### src/rtl/axi_mm_dma_pkg.sv
// Shared types and constants for the AXI memory-mapped burst reader.
// Optional build macro: AXI_4K_SPLIT_EN (see axi_burst_len_calc).
package axi_mm_dma_pkg;

    typedef enum logic [2:0] {
        ST_IDLE       = 3'd0,
        ST_CALC       = 3'd1,
        ST_SEND_AR    = 3'd2,
        ST_READ_BURST = 3'd3,
        ST_FINISH     = 3'd4
    } dma_state_e;

    localparam logic [1:0] AXI_BURST_INCR = 2'b01;
    localparam logic [1:0] AXI_RESP_OKAY  = 2'b00;
    localparam int         AXI_MAX_BEATS  = 256;

    // Wide enough to hold a beat count of AXI_MAX_BEATS.
    localparam int         BEAT_WIDTH     = $clog2(AXI_MAX_BEATS) + 1;

endpackage

### src/rtl/axi_burst_len_calc.sv
// Combinational burst sizing: beats = min(remaining, MAX_BURST_LEN), and with
// AXI_4K_SPLIT_EN defined, further limited so the burst ends at or before the
// next 4 KiB page boundary.
module axi_burst_len_calc
    import axi_mm_dma_pkg::*;
#(
    parameter int DATA_WIDTH    = 32,
    parameter int ADDR_WIDTH    = 32,
    parameter int LEN_WIDTH     = 32,
    parameter int MAX_BURST_LEN = 16
) (
    input  logic [LEN_WIDTH-1:0]  remaining,
    input  logic [ADDR_WIDTH-1:0] addr,
    output logic [BEAT_WIDTH-1:0] beats
);

    localparam int BYTES_PER_BEAT = DATA_WIDTH / 8;
    localparam logic [BEAT_WIDTH-1:0] MAX_BEATS_C = BEAT_WIDTH'(MAX_BURST_LEN);

    logic [BEAT_WIDTH-1:0] len_beats_s;
    logic [12:0]           page_room_s;
    logic [12:0]           room_beats_s;
    logic                  unused_addr_s;

    // Only the in-page offset matters for the boundary clamp.
    assign unused_addr_s = ^addr[ADDR_WIDTH-1:12];

    // Limit the burst to the words still owed and to the configured maximum.
    always_comb begin
        len_beats_s = MAX_BEATS_C;
        if (remaining < LEN_WIDTH'(MAX_BURST_LEN)) begin
            len_beats_s = BEAT_WIDTH'(remaining);
        end else begin
            len_beats_s = MAX_BEATS_C;
        end
    end

    // Beats that fit between the current address and the next 4 KiB page.
    always_comb begin
        page_room_s  = 13'd4096 - {1'b0, addr[11:0]};
        room_beats_s = page_room_s / 13'(BYTES_PER_BEAT);
    end

`ifdef AXI_4K_SPLIT_EN
    // Keep the burst inside the current page.
    always_comb begin
        beats = len_beats_s;
        if ({4'd0, len_beats_s} > room_beats_s) begin
            beats = room_beats_s[BEAT_WIDTH-1:0];
        end else begin
            beats = len_beats_s;
        end
    end
`else
    logic unused_room_s;
    assign unused_room_s = ^room_beats_s;

    // No page clamp in this build.
    always_comb begin
        beats = len_beats_s;
    end
`endif

endmodule

### src/rtl/axi_mm_burst_to_fifo.sv
// Reads TRANSFER_LEN words from AXI memory starting at BASE_ADDR, issuing one
// INCR burst at a time, and streams the read data straight into a FIFO.
// Optional build macro: AXI_4K_SPLIT_EN keeps bursts inside 4 KiB pages.
module axi_mm_burst_to_fifo
    import axi_mm_dma_pkg::*;
#(
    parameter int DATA_WIDTH    = 32,
    parameter int ADDR_WIDTH    = 32,
    parameter int MAX_BURST_LEN = 16,
    parameter int LEN_WIDTH     = 32
) (
    input  logic                  ACLK,
    input  logic                  ARESETn,
    input  logic [ADDR_WIDTH-1:0] BASE_ADDR,
    input  logic [LEN_WIDTH-1:0]  TRANSFER_LEN,
    input  logic                  START,
    output logic                  BUSY,
    output logic                  DONE,
    output logic                  ERROR,
    output logic [DATA_WIDTH-1:0] fifo_wdata,
    output logic                  fifo_wren,
    input  logic                  fifo_full,
    output logic [ADDR_WIDTH-1:0] m_axi_araddr,
    output logic [7:0]            m_axi_arlen,
    output logic [2:0]            m_axi_arsize,
    output logic [1:0]            m_axi_arburst,
    output logic                  m_axi_arvalid,
    input  logic                  m_axi_arready,
    input  logic [DATA_WIDTH-1:0] m_axi_rdata,
    input  logic [1:0]            m_axi_rresp,
    input  logic                  m_axi_rlast,
    input  logic                  m_axi_rvalid,
    output logic                  m_axi_rready
);

    localparam int         BYTES_PER_BEAT = DATA_WIDTH / 8;
    localparam logic [2:0] AXI_SIZE_C     = 3'($clog2(BYTES_PER_BEAT));

    dma_state_e            state_r;
    dma_state_e            next_state_s;
    logic                  start_prev_r;
    logic                  start_edge_s;
    logic [ADDR_WIDTH-1:0] araddr_r;
    logic [LEN_WIDTH-1:0]  remaining_r;
    logic [BEAT_WIDTH-1:0] beats_r;
    logic [BEAT_WIDTH-1:0] beat_cnt_r;
    logic [BEAT_WIDTH-1:0] calc_beats_s;
    logic [7:0]            arlen_r;
    logic                  arvalid_r;
    logic                  busy_r;
    logic                  done_r;
    logic                  error_r;
    logic                  rready_s;
    logic                  wren_s;
    logic                  beat_accept_s;
    logic                  last_beat_s;
    logic                  more_s;

    assign start_edge_s  = START & ~start_prev_r;
    assign beat_accept_s = (state_r == ST_READ_BURST) & m_axi_rvalid & ~fifo_full;
    assign last_beat_s   = (beat_cnt_r == (beats_r - BEAT_WIDTH'(1)));
    assign more_s        = (remaining_r != LEN_WIDTH'(beats_r));

    axi_burst_len_calc #(
        .DATA_WIDTH    (DATA_WIDTH),
        .ADDR_WIDTH    (ADDR_WIDTH),
        .LEN_WIDTH     (LEN_WIDTH),
        .MAX_BURST_LEN (MAX_BURST_LEN)
    ) u_len_calc (
        .remaining (remaining_r),
        .addr      (araddr_r),
        .beats     (calc_beats_s)
    );

    // State register.
    always_ff @(posedge ACLK) begin
        if (!ARESETn) begin
            state_r <= ST_IDLE;
        end else begin
            state_r <= next_state_s;
        end
    end

    // Next-state decode and the zero-latency R-channel to FIFO pass-through.
    always_comb begin
        next_state_s = state_r;
        rready_s     = 1'b0;
        wren_s       = 1'b0;
        case (state_r)
            ST_IDLE: begin
                if (start_edge_s) begin
                    if (TRANSFER_LEN == {LEN_WIDTH{1'b0}}) begin
                        next_state_s = ST_FINISH;
                    end else begin
                        next_state_s = ST_CALC;
                    end
                end else begin
                    next_state_s = ST_IDLE;
                end
            end
            ST_CALC: begin
                next_state_s = ST_SEND_AR;
            end
            ST_SEND_AR: begin
                if (m_axi_arready) begin
                    next_state_s = ST_READ_BURST;
                end else begin
                    next_state_s = ST_SEND_AR;
                end
            end
            ST_READ_BURST: begin
                rready_s = ~fifo_full;
                wren_s   = beat_accept_s;
                if (beat_accept_s && last_beat_s) begin
                    next_state_s = more_s ? ST_CALC : ST_FINISH;
                end else begin
                    next_state_s = ST_READ_BURST;
                end
            end
            ST_FINISH: begin
                next_state_s = ST_IDLE;
            end
            default: begin
                next_state_s = ST_IDLE;
            end
        endcase
    end

    // Transfer bookkeeping, burst parameters, status and registered outputs.
    always_ff @(posedge ACLK) begin
        if (!ARESETn) begin
            start_prev_r <= 1'b0;
            araddr_r     <= {ADDR_WIDTH{1'b0}};
            remaining_r  <= {LEN_WIDTH{1'b0}};
            beats_r      <= {BEAT_WIDTH{1'b0}};
            beat_cnt_r   <= {BEAT_WIDTH{1'b0}};
            arlen_r      <= 8'd0;
            arvalid_r    <= 1'b0;
            busy_r       <= 1'b0;
            done_r       <= 1'b0;
            error_r      <= 1'b0;
        end else begin
            start_prev_r <= START;
            busy_r       <= (next_state_s != ST_IDLE);
            done_r       <= (state_r == ST_FINISH);
            arvalid_r    <= (next_state_s == ST_SEND_AR);
            case (state_r)
                ST_IDLE: begin
                    if (start_edge_s) begin
                        araddr_r    <= BASE_ADDR;
                        remaining_r <= TRANSFER_LEN;
                        beat_cnt_r  <= {BEAT_WIDTH{1'b0}};
                        error_r     <= 1'b0;
                    end
                end
                ST_CALC: begin
                    beats_r    <= calc_beats_s;
                    arlen_r    <= 8'(calc_beats_s - BEAT_WIDTH'(1));
                    beat_cnt_r <= {BEAT_WIDTH{1'b0}};
                end
                ST_READ_BURST: begin
                    if (beat_accept_s) begin
                        // A bad response or misplaced rlast is flagged but the
                        // beat is still delivered; the beat count ends the burst.
                        if ((m_axi_rresp != AXI_RESP_OKAY) || (m_axi_rlast != last_beat_s)) begin
                            error_r <= 1'b1;
                        end
                        if (last_beat_s) begin
                            araddr_r    <= araddr_r + (ADDR_WIDTH'(beats_r) * ADDR_WIDTH'(BYTES_PER_BEAT));
                            remaining_r <= remaining_r - LEN_WIDTH'(beats_r);
                            beat_cnt_r  <= {BEAT_WIDTH{1'b0}};
                        end else begin
                            beat_cnt_r  <= beat_cnt_r + BEAT_WIDTH'(1);
                        end
                    end
                end
                default: begin
                end
            endcase
        end
    end

    assign BUSY          = busy_r;
    assign DONE          = done_r;
    assign ERROR         = error_r;
    assign fifo_wdata    = m_axi_rdata;
    assign fifo_wren     = wren_s;
    assign m_axi_araddr  = araddr_r;
    assign m_axi_arlen   = arlen_r;
    assign m_axi_arsize  = AXI_SIZE_C;
    assign m_axi_arburst = AXI_BURST_INCR;
    assign m_axi_arvalid = arvalid_r;
    assign m_axi_rready  = rready_s;

endmodule
### config.mk
export PLATFORM = sky130hd
export DESIGN_NAME = axi_mm_burst_to_fifo
export DESIGN_NICKNAME = d
export VERILOG_FILES = /design/src/rtl/axi_mm_dma_pkg.sv /design/src/rtl/axi_burst_len_calc.sv /design/src/rtl/axi_mm_burst_to_fifo.sv
export SDC_FILE = /design/constraint.sdc
export NUM_CORES = 1
export LEC_CHECK = 0
export CORE_MARGIN = 10
export CORE_UTILIZATION = 50
export CTS_BUF_LIST = sky130_fd_sc_hd__clkbuf_4
export DETAILED_ROUTE_END_ITERATION = 10
export GPL_ROUTABILITY_DRIVEN = 0
export HOLD_SLACK_MARGIN = 0.12
export PLACE_DENSITY = 0.84
export SLEW_MARGIN = 30
export SYNTH_ARGS = -nofsm -noshare
export SYNTH_HDL_FRONTEND = slang
export SYNTH_SLANG_ARGS = --single-unit
### constraint.sdc
create_clock -name ACLK -period 3.34 [get_ports ACLK]
set_input_delay 0.668 -clock ACLK [delete_from_list [all_inputs] [get_ports ACLK]]
set_output_delay 0.668 -clock ACLK [all_outputs]
set_load 0.05 [all_outputs]
# Word-level counts from Yosys, hierarchy flattened
# Cells that the tools add are included.
# Widths: inputs -> output; s select.
# word_totals
register_bits	98
wordCells	70
# classes
add_sub_neg	5
order_cmp	1
eq_ne	12
n_mux	25
bitwise	5
n_reduce_logical	11
# op_table
op	count
$mux 32	6
$pmux 32 s2	2
$mux 9	4
$add 32x11->32	1
$logic_not 32->1	1
$lt 32x5->1 const B	1
$ne 32x9->1	1
$sub 32x9->32	1
$pmux 9 s3	1
$mux 3	4
$pmux 3 s4	1
$add 9x1->9 const B	1
$eq 3x2->1 const B	3
$eq 9x9->1	1
$sub 9x1->9 const B	1
$reduce_and 4->1	2
$sub 8x1->8 const B	1
$mux 1	6
$ne 2x2->1 const B	3
$reduce_bool 3->1	2
$reduce_bool 2->1	2
$and 1x1->1	3
$eq 3x1->1 const B	1
$eq 3x3->1 const B	1
other kinds (8)	9

# Longest topological paths before layout
# Gate-level depths: netlist of run 1.
# logic_depth
depth_word	7
ltp_mapped	11
ltp_nobuf	10

# Cells and area by module
# Synthesis of run 1 repeated with hierarchy kept, for this count alone.
# unflattened
cells_unflattened	844
area_unflattened_um2	6585.1
# modules_own_cells
module	instances	cells_per_inst	area_per_inst_um2	seq_area_each_um2
axi_mm_burst_to_fifo	1	821	6447.4	1961.9
axi_burst_len_calc	1	23	137.6	0.0

# Worst setup path after synthesis of run 1
# Ideal clock, no wire load.
# synth_timing
path_kind	reg-to-reg
startpoint	register beats_r[1]
endpoint	register remaining_r[18]
arrival_ns	2.590
required_time_ns	3.225
slack_ns	0.634
stages_incl_launch_ff	12
n_path_buf	2
period_less_slack_ns	2.706
cell_sequence	dfxtp_1 > inv_1 > ha_1 > nor3b_2 > nand4_1 > xnor2_1 > or4_4 > o21a_1 > buf_6 > buf_6 > o211a_1 > a31o_1
# synth_via
elab_chain_len	4
word_cells_on_any_way	8
cone_classes	add/sub (2); eq/ne (2); mux (3); reduce/logical (1)
# synth_rtl
item	line_no	text
start: declaration	axi_mm_burst_to_fifo.sv:45	logic [BEAT_WIDTH-1:0] beats_r;
start signal: assignment	axi_mm_burst_to_fifo.sv:135	beats_r <= {BEAT_WIDTH{1'b0}};
start signal: assignment	axi_mm_burst_to_fifo.sv:157	beats_r <= calc_beats_s;
$sub 32x9->32 / $sub 9x1->9 (equally long branches)	axi_mm_burst_to_fifo.sv:170, axi_mm_burst_to_fifo.sv:61	
$mux 32 / $eq 9x9->1 (equally long branches)	axi_mm_burst_to_fifo.sv:168, axi_mm_burst_to_fifo.sv:61	
$mux 32 / $ne 2x2->1 (equally long branches)	n/a	
$pmux 32 s2 / $reduce_and 4->1 (equally long branches)	n/a	
end signal: assignment	axi_mm_burst_to_fifo.sv:134	remaining_r <= {LEN_WIDTH{1'b0}};
end signal: assignment	axi_mm_burst_to_fifo.sv:170	remaining_r <= remaining_r - LEN_WIDTH'(beats_r);
end: declaration	axi_mm_burst_to_fifo.sv:44	logic [LEN_WIDTH-1:0] remaining_r;
# Parallel ways exist; a longest one is shown, timed or not. The select of a mux whose other input is x is not followed.
# A chain may end at the register's enable or synchronous reset.

# Final worst setup path of run 1
# layout_timing
startpoint	register beats_r[0]
endpoint	register remaining_r[10]
# The elaborated chain is that of the path after synthesis.

==> flow_metrics.py, run 1 <==
metrics = {
    "logic_synthesis": {
        "syn_inst": 841,
        "ys_async_sr_fraction": 0,
        "yosys.area.top_type": "dfxtp_1",
        "yosys_warnings": 0,
        "synth.distinct_cells": 69,
        "ys_seq_elements": 98,
        "synthTopCellsByArea": "dfxtp_1 30%, nand2_1 5.0%, a21oi_1 4.7%, nor2_1 4.4%, buf_4 4.3%",
        "avgSynthCellArea_um2": 7.65,
        "syn_area_um2": 6430,
        "synthFlopType": "dfxtp_1",
        "synth_edf_count": 0,
        "synth_top_area_share": 0.305,
        "ys_seq_area_frac": 0.305,
    },
    "power_and_ir_drop": {
        "powerDensity_nw_per_um2": 400,
        "peakVddDrop_v": 0.000305,
        "total_leakage_power_uw": 0.00291,
    },
    "layout": {
        "fin_util": 0.607,
        "final_common_cell": "clkdlybuf4s50_1",
        "syn2layout_area_growth_pct": 19.0,
        "multi_input_area_um2": 3900,
        "nFillCells": 1160,
        "register_area_um2": 1960,
        "diodes": 0,
        "nets": 1032,
        "drive_above_1_share": 0.0595,
        "stdcell_count": 1080,
        "layout_common_cells": "117 x clkdlybuf4s50_1, 98 x dfxtp_1, 85 x nand2_1",
    },
    "place": {
        "post-dp-hpwl_mm": 13.4,
        "port_buffers": 118,
        "dp_cells": 1065,
    },
    "job": {
        "maxCapViolations": 0,
    },
    "clock_tree": {
        "cts_resized": 0,
        "cts_sinks": 98,
        "cts_htree_levels": 3,
        "post_cts_buffers": 0,
        "cts_tree": "yes",
        "clk_path_buf_depth": 2,
        "cts.clk_slew.worst_paths_ns": 0.14,
        "clock_latency_ns": 0.48,
        "ctsHoldBuffers": 0,
        "cts_made_buffers": 9,
        "cts_root_buf": "clkbuf_4",
    },
    "routing": {
        "ant_nets": 0,
        "drtIter0Drc": 660,
        "route.detailed.drc": 0,
        "first_pass_iters": 5,
        "wl_per_cell_um": 17.3,
        "via_count": 6546,
        "vias_per_cell": 6.06,
        "wirelength_mm": 18.7,
    },
    "worst_setup_path": {
        "end_kind": "flop",
        "cpMaxStageDelayCell": "or4_4",
        "crit_path_max_fanout": 63,
        "cp.arrival_ns": 3.38,
        "worst_setup_path_start_kind": "flop",
        "reg2reg_slack_ns": 0.35,
        "reg2reg_from": "beats_r[0]",
        "cp_data_required_time_ns": 3.73,
        "crit_type": "flop to flop",
        "path_depth": 10,
        "critical-path-top-delay-family": "simple AND/OR/NAND/NOR gates",
        "worstSetupStartpoint": "beats_r[0]",
        "worst_r2r_endpoint": "remaining_r[10]",
        "max_stage_delay_ns": 0.55,
        "path_cells": "inv_1 > ha_1 > nor3b_2 > nand4_1 > xnor2_1 > or4_4 > o21ai_4 > buf_12 > nand2_2 > o211ai_1",
        "path_buf_inv": 2,
        "critPathCapture": "remaining_r[10]",
        "worstRegToRegCells": 10,
    },
    "sta": {
        "maxSlewViolCount": 0,
        "finalSetupViolations": 0,
        "fmax_ghz": 0.335,
        "hold_violations": 0,
        "finalSetupTns_ns": 0,
        "tightest_slew_ns": 0.928,
        "final.period_utilization": 0.895,
        "finalCriticalPeriod_ns": 2.99,
        "skew_ns": 0.0266,
        "max-slew-margin-rel": 0.381,
        "rsz0062_at_grt": "false",
    },
    "die": {
        "fp-row-count": 41,
        "start_util": 0.510,
        "die_w_um": 133,
        "dieArea_um2": 17800,
        "die-height_um": 133,
        "coreArea_um2": 12600,
        "pin_count": 188,
    },
    "min_path": {
        "hold_class": "flop to flop",
    },
    "global_route": {
        "grt_pass1_wl_mm": 30.4,
        "antenna_found_initial": 0,
        "first_global_vias": 5990,
        "grt_usage": 0.203,
        "grt_overflow": 0,
        "grt_max_degree": 93,
    },
    "status": {
        "outcome": "complete, no violations",
    },
}
## worst min-delay path, delay by kind of cell, from the launching register on
family             cells  cell delay (ns)
and+or+nand+nor        1             0.05
AOI/OAI and AO/OA      1             0.05
DFF                    1             0.34
## cell families after synthesis
kind of cell             Yosys count  share of synthesized area
AO/OA/AOI/OAI                    259                      0.275
multiplexers                       2                    0.00311
adder cells (fa/ha/maj)           23                     0.0471
flip-flops                        98                      0.305
other                              2                    0.00117
XOR/XNOR                          27                     0.0367
AND/OR/NAND/NOR                  319                      0.241
buffers and inverters            111                     0.0904
## power breakdown
group / switching (µW) / leakage [µW] / internal, µW / total [µW]
Combinational: 608 / 0.00202 / 396 / 1000
Clock: 405 / 0.0000785 / 307 / 712
Sequential: 92.2 / 0.000802 / 1260 / 1350
## through the flow
stage          setup WS, ns  total power [µW]  hold slack [ns]  instance area, µm²
6_report              0.351              3060            0.466                7660
5_1_grt               0.140              3220            0.492                7660
4_1_cts               0.418              3070            0.470                7660
3_5_place_dp          0.381              2360            0.451                7500
3_3_place_gp          0.422              2350            0.443                7500
2_1_floorplan         0.634              2130            0.450                6450
## registers in the layout, indices dropped and copies added (netlist names)
| register | count |
|---|---|
| beats_r | 9 |
| beat_cnt_r | 9 |
| state_r | 3 |
| start_prev_r | 1 |
| m_axi_araddr | 32 |
| remaining_r | 32 |
| BUSY | 1 |
| DONE | 1 |
| m_axi_arvalid | 1 |
| ERROR | 1 |
| m_axi_arlen | 8 |
## worst min path at each step
stage	startpoint	end	slack (ns)	cells after the start
after floorplan	remaining_r[15]	remaining_r[15]	0.45	2
after global placement	m_axi_arlen[7]	m_axi_arlen[7]	0.44	2
after detailed placement	m_axi_araddr[1]	m_axi_araddr[1]	0.45	2
after CTS	m_axi_araddr[1]	m_axi_araddr[1]	0.47	2
after global routing	m_axi_arlen[5]	m_axi_arlen[5]	0.49	2
final	m_axi_araddr[1]	m_axi_araddr[1]	0.47	2
## synth_stat cells (4+ instances only)
library cell / instances
and3_1: 18
o31a_1: 5
nand2b_1: 13
or3_1: 8
or2_2: 4
dfxtp_1: 98
nor3_1: 26
nor4_1: 17
a311oi_1: 7
o22ai_1: 13
a31oi_1: 11
a21o_1: 8
o221a_2: 6
o31ai_1: 7
xnor2_1: 11
xor2_1: 16
ha_1: 21
nand3_1: 31
o211a_1: 4
clkbuf_1: 32
and2_1: 9
nand4_1: 15
inv_1: 25
nand3b_1: 5
buf_1: 5
buf_4: 37
nand2_1: 85
a211oi_1: 26
o21a_1: 10
buf_2: 9
nor2_1: 76
o21ai_0: 41
o211ai_1: 17
a21oi_1: 60
a22oi_1: 7
## area by class of cell
cell class                      count  share of cell area
Clock buffer                       10             0.00980
Sequential cell                    98               0.256
Timing Repair Buffer              134               0.173
Tap cell                          172              0.0281
Clock inverter                      5              0.0105
Inverter                           26              0.0127
Multi-Input combinational cell    635               0.510
## layer usage
metal / track usage / share of wire / vias to the layer above
met2: 0.314 / 0.45 / 262
met3: 0.0665 / 0.079 / 22
met5: 0 / 0 / -
li1: - / - / 3185
met1: 0.263 / 0.46 / 3077
met4: 0.0562 / 0.013 / 0
Power figures use the tool's default switching activity.
==> run 2, diff against run 1 <==
--- a/config.mk
+++ b/config.mk
@@ -10,6 +10,7 @@
 export CTS_BUF_LIST = sky130_fd_sc_hd__clkbuf_4
 export DETAILED_ROUTE_END_ITERATION = 10
 export GPL_ROUTABILITY_DRIVEN = 0
+export GPL_TIMING_DRIVEN = 1
 export HOLD_SLACK_MARGIN = 0.12
 export PLACE_DENSITY = 0.84
 export SLEW_MARGIN = 30
==> results of run 2 <==
Final layout, timing and power as in run 1 (identical DEF).
